File: src/rtl/storage_pkg.sv
// Shared definitions for the Morse storage block: symbol codes, default
// sequence width, word-separator constant, button indices and FSM states.
package storage_pkg;

  // Width of one stored sequence (5 symbols x 2 bits).
  localparam int SEQ_W_DEF = 10;

  // Symbol encoding inside a sequence.
  localparam int SYM_W = 2;
  typedef logic [SYM_W-1:0] sym_t;
  localparam sym_t SYM_EMPTY = 2'b00;
  localparam sym_t SYM_DOT   = 2'b01;
  localparam sym_t SYM_DASH  = 2'b10;
  localparam sym_t SYM_SPACE = 2'b11;

  // A word gap is stored as a sequence made entirely of space symbols.
  localparam logic [9:0] SEP_SEQ = 10'h3FF;

  // Bit positions of the pushbuttons in the internal button vector.
  localparam int NUM_BTN   = 6;
  localparam int BTN_DOT   = 0;
  localparam int BTN_DASH  = 1;
  localparam int BTN_SPACE = 2;
  localparam int BTN_END   = 3;
  localparam int BTN_CLEAR = 4;
  localparam int BTN_ENTER = 5;

  // Transmit FSM.
  typedef enum logic {
    ST_IDLE = 1'b0,
    ST_SEND = 1'b1
  } state_e;

  // Number of symbol positions that fit in a sequence of the given width.
  function automatic int sym_count(input int seq_w);
    return seq_w / SYM_W;
  endfunction

endpackage

File: src/rtl/storage_main_edge_pulse.sv
// edge_pulse: registers a pushbutton level and flags its rising edge.
// A button already held when reset is released stays disarmed until it has
// been seen low, so holding a key through reset never produces an action.
module edge_pulse (
  input  logic clk,
  input  logic srst,
  input  logic btn,
  output logic level,
  output logic pulse
);

  logic sample_q, sample_d;
  logic prev_q, prev_d;
  logic armed_q, armed_d;

  // Next values: sample the raw button, keep one older sample, arm on release.
  always_comb begin
    sample_d = btn;
    prev_d   = sample_q;
    armed_d  = armed_q | ~btn;
  end

  // Button sample registers, cleared by synchronous reset.
  always_ff @(posedge clk) begin
    if (srst) begin
      sample_q <= 1'b0;
      prev_q   <= 1'b0;
      armed_q  <= 1'b0;
    end else begin
      sample_q <= sample_d;
      prev_q   <= prev_d;
      armed_q  <= armed_d;
    end
  end

  assign level = sample_q;
  assign pulse = sample_q & ~prev_q & armed_q;

endmodule

File: src/rtl/storage_main.sv
// storage_main: Morse keyer front end. Builds a sequence from Dot/Dash
// presses, commits finished sequences (and word separators) into a small
// slot store, and streams the store out one slot per cycle on Enter.
// Optional feature macro: STORAGE_BUZZER_EN (drives dot/dash buzzer outputs;
// when undefined both buzzers are held at 0).
module storage_main
  import storage_pkg::*;
#(
  parameter int SEQ_W = SEQ_W_DEF,
  parameter int DEPTH = 3
) (
  input  logic                   clk,
  input  logic                   Reset,
  input  logic                   Dot,
  input  logic                   Dash,
  input  logic                   Space,
  input  logic                   EndSeq,
  input  logic                   Clear,
  input  logic                   Enter,
  output logic                   dot_buzzer,
  output logic                   dash_buzzer,
  output logic                   spa_end,
  output logic                   sent,
  output logic                   sentSeparator,
  output logic [SEQ_W-1:0]       FirstSeq,
  output logic [SEQ_W-1:0]       SecSeq,
  output logic [SEQ_W-1:0]       o_sequence,
  output logic                   storageSent,
  output logic [SEQ_W*DEPTH-1:0] store_seqs
);

  localparam int NSYM   = sym_count(SEQ_W);
  localparam int CNT_W  = $clog2(NSYM + 1);
  localparam int USED_W = $clog2(DEPTH + 1);
  localparam logic [CNT_W-1:0]  NSYM_C  = CNT_W'(NSYM);
  localparam logic [USED_W-1:0] DEPTH_C = USED_W'(DEPTH);
  localparam logic [SEQ_W-1:0]  SEP_C   = SEQ_W'(SEP_SEQ);

  // ---------------------------------------------------------------------
  // Button registration and edge detection
  // ---------------------------------------------------------------------
  logic [NUM_BTN-1:0] btn_vec;
  logic [NUM_BTN-1:0] lvl_vec;
  logic [NUM_BTN-1:0] edge_vec;
  logic               unused_lvl;

  assign btn_vec = {Enter, Clear, EndSeq, Space, Dash, Dot};

  generate
    for (genvar gi = 0; gi < NUM_BTN; gi++) begin : g_btn
      edge_pulse u_edge (
        .clk   (clk),
        .srst  (Reset),
        .btn   (btn_vec[gi]),
        .level (lvl_vec[gi]),
        .pulse (edge_vec[gi])
      );
    end
  endgenerate

`ifdef STORAGE_BUZZER_EN
  assign dot_buzzer  = lvl_vec[BTN_DOT];
  assign dash_buzzer = lvl_vec[BTN_DASH];
  assign unused_lvl  = ^lvl_vec[NUM_BTN-1:BTN_SPACE];
`else
  assign dot_buzzer  = 1'b0;
  assign dash_buzzer = 1'b0;
  assign unused_lvl  = ^lvl_vec;
`endif

  // ---------------------------------------------------------------------
  // State
  // ---------------------------------------------------------------------
  state_e                   state_q, state_d;
  logic [USED_W-1:0]        idx_q, idx_d;
  logic [USED_W-1:0]        used_q, used_d;
  logic [CNT_W-1:0]         cnt_q, cnt_d;
  logic [SEQ_W-1:0]         first_q, first_d;
  logic [SEQ_W-1:0]         sec_q, sec_d;
  logic [SEQ_W*DEPTH-1:0]   store_q, store_d;
  logic                     spa_end_q, spa_end_d;
  logic                     sent_q, sent_d;
  logic                     sep_q, sep_d;

  logic in_idle;
  logic send_done;
  logic end_ok;
  logic spc_ok;

  assign in_idle   = (state_q == ST_IDLE);
  assign send_done = (state_q == ST_SEND) && (idx_q == used_q - 1'b1);
  // Commits and new transmissions are only accepted while idle.
  assign end_ok    = edge_vec[BTN_END] & in_idle;
  assign spc_ok    = edge_vec[BTN_SPACE] & in_idle;

  // FSM state register plus transmit index.
  always_ff @(posedge clk) begin
    if (Reset) begin
      state_q <= ST_IDLE;
      idx_q   <= '0;
    end else begin
      state_q <= state_d;
      idx_q   <= idx_d;
    end
  end

  // FSM next state: start on Enter with a non-empty store, walk the used slots.
  always_comb begin
    state_d = state_q;
    idx_d   = idx_q;
    case (state_q)
      ST_IDLE: begin
        if (edge_vec[BTN_ENTER] && (used_q != '0)) begin
          state_d = ST_SEND;
          idx_d   = '0;
        end
      end
      ST_SEND: begin
        if (send_done) begin
          state_d = ST_IDLE;
          idx_d   = '0;
        end else begin
          idx_d = idx_q + 1'b1;
        end
      end
      default: begin
        state_d = ST_IDLE;
        idx_d   = '0;
      end
    endcase
  end

  // FSM outputs: present the current slot while sending, zero otherwise.
  always_comb begin
    o_sequence  = '0;
    storageSent = 1'b0;
    if (state_q == ST_SEND) begin
      o_sequence  = store_q[idx_q*SEQ_W +: SEQ_W];
      storageSent = 1'b1;
    end
  end

  // Sequence builder and store: one prioritised button action per cycle.
  always_comb begin
    logic [USED_W-1:0] wr_used;
    first_d   = first_q;
    cnt_d     = cnt_q;
    sec_d     = sec_q;
    store_d   = store_q;
    used_d    = used_q;
    spa_end_d = 1'b0;
    sent_d    = 1'b0;
    sep_d     = 1'b0;
    wr_used   = used_q;

    if (edge_vec[BTN_CLEAR]) begin
      first_d = '0;
      cnt_d   = '0;
    end else if (end_ok) begin
      // An empty sequence is not a commit and produces no pulses.
      if (first_q != '0) begin
        spa_end_d = 1'b1;
        if (wr_used < DEPTH_C) begin
          store_d[wr_used*SEQ_W +: SEQ_W] = first_q;
          sec_d   = first_q;
          sent_d  = 1'b1;
          wr_used = wr_used + 1'b1;
        end
        first_d = '0;
        cnt_d   = '0;
      end
    end else if (spc_ok) begin
      // Flush any pending letter first, then the word separator behind it.
      spa_end_d = 1'b1;
      if (first_q != '0) begin
        if (wr_used < DEPTH_C) begin
          store_d[wr_used*SEQ_W +: SEQ_W] = first_q;
          sec_d   = first_q;
          sent_d  = 1'b1;
          wr_used = wr_used + 1'b1;
        end
        first_d = '0;
        cnt_d   = '0;
      end
      if (wr_used < DEPTH_C) begin
        store_d[wr_used*SEQ_W +: SEQ_W] = SEP_C;
        sep_d   = 1'b1;
        wr_used = wr_used + 1'b1;
      end
    end else if (edge_vec[BTN_DOT]) begin
      if (cnt_q < NSYM_C) begin
        first_d[cnt_q*SYM_W +: SYM_W] = SYM_DOT;
        cnt_d = cnt_q + 1'b1;
      end
    end else if (edge_vec[BTN_DASH]) begin
      if (cnt_q < NSYM_C) begin
        first_d[cnt_q*SYM_W +: SYM_W] = SYM_DASH;
        cnt_d = cnt_q + 1'b1;
      end
    end

    used_d = wr_used;

    // The last transmitted slot empties the whole store.
    if (send_done) begin
      store_d = '0;
      used_d  = '0;
    end
  end

  // Datapath registers and output pulses.
  always_ff @(posedge clk) begin
    if (Reset) begin
      first_q   <= '0;
      cnt_q     <= '0;
      sec_q     <= '0;
      store_q   <= '0;
      used_q    <= '0;
      spa_end_q <= 1'b0;
      sent_q    <= 1'b0;
      sep_q     <= 1'b0;
    end else begin
      first_q   <= first_d;
      cnt_q     <= cnt_d;
      sec_q     <= sec_d;
      store_q   <= store_d;
      used_q    <= used_d;
      spa_end_q <= spa_end_d;
      sent_q    <= sent_d;
      sep_q     <= sep_d;
    end
  end

  assign FirstSeq      = first_q;
  assign SecSeq        = sec_q;
  assign store_seqs    = store_q;
  assign spa_end       = spa_end_q;
  assign sent          = sent_q;
  assign sentSeparator = sep_q;

endmodule

File: config.mk
export PLATFORM = sky130hd
export DESIGN_NAME = storage_main
export DESIGN_NICKNAME = d
export VERILOG_FILES = /design/src/rtl/storage_pkg.sv /design/src/rtl/storage_main_edge_pulse.sv /design/src/rtl/storage_main.sv
export SDC_FILE = /design/constraint.sdc
export NUM_CORES = 1
export LEC_CHECK = 0
export CORE_MARGIN = 4
export CORE_UTILIZATION = 40
export DETAILED_ROUTE_END_ITERATION = 8
export PLACE_DENSITY = 0.73
export RECOVER_POWER = 50
export SLEW_MARGIN = 30
export SYNTH_ARGS = -nofsm -noshare
export SYNTH_HDL_FRONTEND = slang
export SYNTH_SLANG_ARGS = --single-unit
File: constraint.sdc
create_clock -name clk -period 2.55 [get_ports clk]
set_input_delay 0.51 -clock clk [delete_from_list [all_inputs] [get_ports clk]]
set_output_delay 0.51 -clock clk [all_outputs]
set_load 0.05 [all_outputs]
==> out/metrics.cfg, run 1 <==
[place]
io_buffers = 71
post-dp-hpwl_mm = 9.93
dp_cells = 714
postPlaceCellArea_sq_um = 5400
place_ws_ns = 0.154
gpl.final_weighted_congestion = 0.960

[floorplan]
die_height_microns = 112
dieWidth_microns = 112
placeableCoreArea_sq_um = 10500
initial_utilization_pct = 41.7
full_die_area_sq_um = 12600
floorplan.io_pins = 74
total_number_of_placement_rows = 37

[yosys]
synthesis.area_per_instance_sq_um = 8.55
synth_common_cells = 79 x sky130_fd_sc_hd__dfxtp_1, 52 x sky130_fd_sc_hd__a21oi_1, 50 x sky130_fd_sc_hd__nor2_1
synth_async_sr_flop_share_pct = 0
syn_inst = 510
yosys.cell_count.top_type = sky130_fd_sc_hd__dfxtp_1
ys_dominant_reg_cell = sky130_fd_sc_hd__dfxtp_1
netlist_area_sq_um = 4360
synth.top_cell.area_share_pct = 36.3
top_cells_by_area_in_the_synthesized_netlist = sky130_fd_sc_hd__dfxtp_1 36%, sky130_fd_sc_hd__mux2i_1 6.4%, sky130_fd_sc_hd__a21oi_1 6.0%
netlist.top_cell.by_area = sky130_fd_sc_hd__dfxtp_1
sequential_fraction_of_the_synthesis_area_pct = 36.3
number_of_synthesized_flops_with_an_enable_pin = 0
number_of_register_bits_inferred_by_synthesis = 79
distinct_cells_synth = 68
synthesis_warning_total = 0

[sta]
slew-limit-headroom_pct = 31.7
maxClockFrequency_mhz = 411
final.setup_skew_ns = 0.0119
hold_violations = 0
report.final.setup_viol = 0
slew_viol_final = 0
setup_slack_ns = 0.119
max_slew.worst_pin.slew_ns = 1.02
rsz0062_at_grt = false
timing.setup.tns_ns = 0
layout_worst_path_cycle_share_pct = 95.3
final_period_minus_worst_setup_slack_ns = 2.43

[outcome]
status = complete, no violations

[setup_path]
critical-path-top-delay-family = buffers and inverters
crit_path_cell_trace = buf_4 > clkdlybuf4s50_1
cp_slowest_stage_delay_ns = 0.81
cp-end-kind = primary output
rr_startpoint = used_q[0]
crit_path_start_kind = flip-flop
critical_path.max_fanout = 6
timing_worst_setup_path_type = flip-flop to primary output
slowest_stage_cell_on_the_critical_path = sky130_fd_sc_hd__clkdlybuf4s50_1
cp_data_arrival_time_ns = 1.92
worstSetupStartpoint = FirstSeq[0]
critPathBufInv = 2
cp_data_required_time_ns = 2.04

[cells_and_area]
area_growth_pct = 28.6
fin_cells = 730
fill_cells = 1005
final_cell_area_sq_um = 5610
fin_nets = 609
post_route_cells_drive_above_1_share_pct = 14.0
antenna_cells_inserted = 0

[global_route]
grt_util_all_layers_pct = 20.8
number_of_antenna_violations_at_the_first_check_in_global_routing = 0
grt_first_pass_wirelength_mm = 21.6
grt_max_degree = 32
grt.overflow.total = 0
first_global_vias = 4236

[power_and_ir_drop]
ir_worst_vdd_v = 0.000256
pwr_density_cell_nw_per_um2 = 503
power_dissipated_by_switching_net_loads_mw = 0.850
power_report.internal_total_mw = 1.97
netSwitchingFraction_pct = 30.1
pwr-share-seq_pct = 46.5
pwr-share-comb_pct = 17.9
clock_power_share_pct = 35.6
p_total_mw = 2.82
total_leakage_power_nw = 2.08

[worst_hold_path]
holdCritStartpoint = g_btn[1].u_edge.armed_q
timing.hold.worst.class = flip-flop to flip-flop

[run]
max_cap_viol_count = 0

[clocking]
cts_sinks = 79
clk_pin_slew_worst_paths_ns = 0.09
clock_tree.root_cell = sky130_fd_sc_hd__clkbuf_8
cts-htree-levels = 3
cts_resized = 0
hold_buffer_count_at_cts = 0
worstSkewPairLatency_ns = 0.35
tritoncts = yes
cts_post_setup_buffers_inserted = 0
cts_buffer_depth = 2
numCtsBuffers = 9

[drt]
num_vias = 4174
detail_route.wirelength_mm = 13.1
ant_nets = 0
vias_per_cell = 5.72
routedWlPerCell_microns = 18.0
dr.pass1.iters = 4
detailedRoute.firstIterationViolations = 284
route.detailed.drc = 0

==> state kept, by name, summed over array words and instances, names as in the netlist <==
name                  count
used_q                    2
spa_end                   1
idx_q                     2
FirstSeq                 10
g_btn.u_edge.level        6
cnt_q                     3
state_q                   1
store_seqs               30
sentSeparator             1
g_btn.u_edge.prev_q       6
sent                      1
SecSeq                   10
g_btn.u_edge.armed_q      6
==> final timing paths <==
path	to	slack [ns]	cells after the start
min reg2reg	g_btn[1].u_edge.armed_q	0.45	2
min	g_btn[1].u_edge.armed_q	0.45	2
max reg2reg	store_seqs[6]	0.15	8
max	FirstSeq[0]	0.12	2
==> cell families (layout without fill, tap and decap cells) <==
family	count (synthesis)	count (layout)	share of synthesized area, %
AO/OA/AOI/OAI	140	140	21.3
buffers and inverters	51	134	5.71
adder cells (fa/ha/maj)	12	12	3.44
flip-flops	79	79	36.3
multiplexers	36	36	8.55
XOR/XNOR	3	3	0.603
other	1	2	0.0860
AND/OR/NAND/NOR	188	188	24.1
==> worst min-delay path, stage by stage, from the launching register on <==
cell	delay, ns
sky130_fd_sc_hd__dfxtp_1	0.32
sky130_fd_sc_hd__inv_1	0.05
sky130_fd_sc_hd__a21oi_1	0.05
==> per-stage QoR <==
stage / hold WS [ns] / util, %
floorplan: 0.426 / -
global placement: 0.437 / 51.6
detailed placement: 0.442 / 51.6
CTS: 0.455 / 53.7
global route: 0.472 / 53.6
finish: 0.454 / 53.6
==> power groups by stage <==
stage | sequential [mW] | clock (mW) | combinational, mW
2_1_floorplan | 1.40 | 0 | 0.287
3_3_place_gp | 1.34 | 0 | 0.503
3_5_place_dp | 1.34 | 0 | 0.509
4_1_cts | 1.31 | 1.02 | 0.510
5_1_grt | 1.32 | 1.08 | 0.549
6_report | 1.31 | 1.00 | 0.505
==> cells in the final DEF, fill, tap and decap left out, types with 6 or more instances in the layout <==
cell type	n
sky130_fd_sc_hd__nand3_1	24
sky130_fd_sc_hd__nand2_1	37
sky130_fd_sc_hd__mux2_2	7
sky130_fd_sc_hd__ha_1	11
sky130_fd_sc_hd__nand3b_1	13
sky130_fd_sc_hd__o21bai_1	6
sky130_fd_sc_hd__o21ai_0	27
sky130_fd_sc_hd__nand4_1	6
sky130_fd_sc_hd__buf_4	25
sky130_fd_sc_hd__inv_1	16
sky130_fd_sc_hd__clkdlybuf4s50_1	18
sky130_fd_sc_hd__nor2_1	49
sky130_fd_sc_hd__clkbuf_8	11
sky130_fd_sc_hd__o31ai_1	6
sky130_fd_sc_hd__buf_12	11
sky130_fd_sc_hd__dlygate4sd3_1	43
sky130_fd_sc_hd__nand2b_1	7
sky130_fd_sc_hd__a21oi_1	52
sky130_fd_sc_hd__nor2b_1	13
sky130_fd_sc_hd__dfxtp_1	79
sky130_fd_sc_hd__mux2i_1	28
sky130_fd_sc_hd__nor3_1	11
==> area by class of cell <==
type / instances / area, sq um / area share (%)
clock buffer: 11 / 151 / 2.70
inverter: 17 / 63.8 / 1.14
sequential: 79 / 1580 / 28.2
clock inverter: 5 / 63.8 / 1.14
multi-input combinational: 381 / 2540 / 45.3
tap: 136 / 170 / 3.03
timing repair buffer: 101 / 1040 / 18.5
==> metal layers <==
metal	part of all wire (%)	global-route usage, %	vias up
met5	0	0	-
met4	1.6	6.97	0
met3	4.8	3.88	18
met2	48	35.6	131
met1	46	26.3	2025
li1	-	-	2000
Note: power is estimated with default switching activity, not from simulation.
==> run 2, diff against run 1 <==
Settings changed: REMOVE_ABC_BUFFERS set to 1, TNS_END_PERCENT set to 10.
==> run 2 against run 1 <==
  * Hold slack better by 0.00098 ns
  * First-iteration DRC count down 2.5%
  * Critical path depth down 1
  * Clock skew down 0.00089 ns
  * Non-clock buffer count down 4
  * Wire length down 1.0%
  * Cell count down 0.55%
  * Fmax up 1.6%
  * Die area unchanged
  * Worst setup slack better by 0.039 ns
  * Clock power down 6%
==> out/metrics.cfg, run 2 (synthesis results as in run 1) <==
[place]
place_ws_ns = 0.326  ; +0.172 ns
io_buffers = 71  ; unchanged
gpl.final_weighted_congestion = 0.935  ; -2.6%
post-dp-hpwl_mm = 9.82  ; -1.1%
postPlaceCellArea_sq_um = 5370  ; -0.56%

[setup_path]
cp_slowest_stage_delay_ns = 0.91  ; +0.10 ns
critical_path.max_fanout = 9  ; +3
crit_path_cell_trace = clkdlybuf4s50_1
critPathBufInv = 1  ; -1
slowest_stage_cell_on_the_critical_path = sky130_fd_sc_hd__clkdlybuf4s50_1
critical-path-top-delay-family = buffers and inverters
cp_data_required_time_ns = 2.04  ; about the same
timing_worst_setup_path_type = flip-flop to primary output
cp_data_arrival_time_ns = 1.88  ; -0.04 ns
cp-end-kind = primary output
crit_path_start_kind = flip-flop

[run]
max_cap_viol_count = 0  ; unchanged

[clocking]
numCtsBuffers = 9  ; unchanged
cts_resized = 0  ; unchanged
cts_sinks = 79  ; unchanged
clock_tree.root_cell = sky130_fd_sc_hd__clkbuf_8
hold_buffer_count_at_cts = 0  ; unchanged
clk_pin_slew_worst_paths_ns = 0.08  ; about the same
cts_post_setup_buffers_inserted = 0  ; unchanged
tritoncts = yes
worstSkewPairLatency_ns = 0.36  ; about the same
cts_buffer_depth = 2  ; unchanged
cts-htree-levels = 3  ; unchanged

[cells_and_area]
fin_nets = 605  ; -0.66%
layout_commonest_cell = sky130_fd_sc_hd__dfxtp_1
antenna_cells_inserted = 0  ; unchanged
mostFrequentLayoutCells = 79 x sky130_fd_sc_hd__dfxtp_1, 52 x sky130_fd_sc_hd__a21oi_1, 50 x sky130_fd_sc_hd__nor2_1, 43 x sky130_fd_sc_hd__dlygate4sd3_1, 37 x sky130_fd_sc_hd__nand2_1
area_growth_pct = 27.4
post_route_cells_drive_above_1_share_pct = 12.9  ; -1.1 points
number_of_flip_flops_under_the_largest_register_name = 30  ; unchanged
fill_cells = 1015  ; +1.0%
final_cell_area_sq_um = 5560  ; -0.89%

[drt]
detailedRoute.firstIterationViolations = 277  ; -2.5%
ant_nets = 0  ; unchanged
route.detailed.drc = 0  ; unchanged
vias_per_cell = 5.68  ; -0.65%
num_vias = 4124  ; -1.2%
dr.pass1.iters = 5  ; +1
detail_route.wirelength_mm = 13.0  ; -1.0%
routedWlPerCell_microns = 17.9  ; -0.50%

[power_and_ir_drop]
total_leakage_power_nw = 2.05  ; -1.7%
ir_worst_vdd_v = 0.000326  ; +28%
pwr_density_cell_nw_per_um2 = 494  ; -1.6%
p_total_mw = 2.75  ; -2.5%

[sta]
rsz0062_at_grt = false
maxClockFrequency_mhz = 418  ; +1.6%
max_slew.worst_pin.slew_ns = 1.27  ; +0.250 ns
setup_slack_ns = 0.158  ; +0.0389 ns
report.final.setup_viol = 0  ; unchanged
hold_violations = 0  ; unchanged
slew-limit-headroom_pct = 15.1  ; -17 points
final.setup_skew_ns = 0.0110  ; -0.000894 ns
final_period_minus_worst_setup_slack_ns = 2.39  ; -0.0389 ns
layout_worst_path_cycle_share_pct = 93.8  ; -1.5 points
slew_viol_final = 0  ; unchanged

[global_route]
grt_util_all_layers_pct = 20.4  ; -0.42 points
first_global_vias = 3992  ; -5.8%
grt_first_pass_wirelength_mm = 21.0  ; -2.9%
grt.overflow.total = 0  ; unchanged
number_of_antenna_violations_at_the_first_check_in_global_routing = 0  ; unchanged
grt_max_degree = 32  ; unchanged

[worst_hold_path]
timing.hold.worst.class = flip-flop to flip-flop

[floorplan]
dieWidth_microns = 112  ; unchanged
die_height_microns = 112  ; unchanged
full_die_area_sq_um = 12600  ; unchanged
initial_utilization_pct = 41.7  ; unchanged
placeableCoreArea_sq_um = 10500  ; unchanged
floorplan.io_pins = 74  ; unchanged
total_number_of_placement_rows = 37  ; unchanged

[outcome]
status = complete, no violations

[run 2: report_power, final]
group	internal [mW]	switching [mW]
logic	0.178	0.325
clock network	0.477	0.460
registers	1.27	0.0354
total	1.93	0.820
[run 2: routing by layer]
layer	vias to the layer above	track usage, %	wire length [microns]
met3	19	5.12	1020
met5	-	0	0
met2	157	34.4	6160
li1	1988	-	-
met4	0	5.21	177
met1	1960	26.1	5650
[run 2: layout make-up]
type                       count  area [sq um]  area share [%]
timing repair buffer          97          1010            18.1
tap                          136           170            3.06
clock inverter                 5          57.6            1.04
inverter                      17          63.8            1.15
sequential                    79          1580            28.5
clock buffer                  11           141            2.54
multi-input combinational    381          2530            45.6
[run 2: metrics by stage]
step	std cells	hold WS, ns	utilization (%)	setup TNS [ns]
2_1_floorplan	477	0.420	-	-27.22
3_3_place_gp	710	0.436	51.3	0
3_5_place_dp	710	0.449	51.3	0
4_1_cts	726	0.461	53.2	0
5_1_grt	726	0.476	53.1	0
6_report	726	0.455	53.1	0
[run 2: final timing paths]
check                                        startpoint                      end  slack, ns  cells past startpoint
worst min register to register  g_btn[1].u_edge.armed_q  g_btn[1].u_edge.armed_q       0.45                      2
worst max register to register                 cnt_q[0]              FirstSeq[9]       0.27                      7
worst min-delay path            g_btn[1].u_edge.armed_q  g_btn[1].u_edge.armed_q       0.45                      2
worst max-delay path                        FirstSeq[6]              FirstSeq[6]       0.16                      1
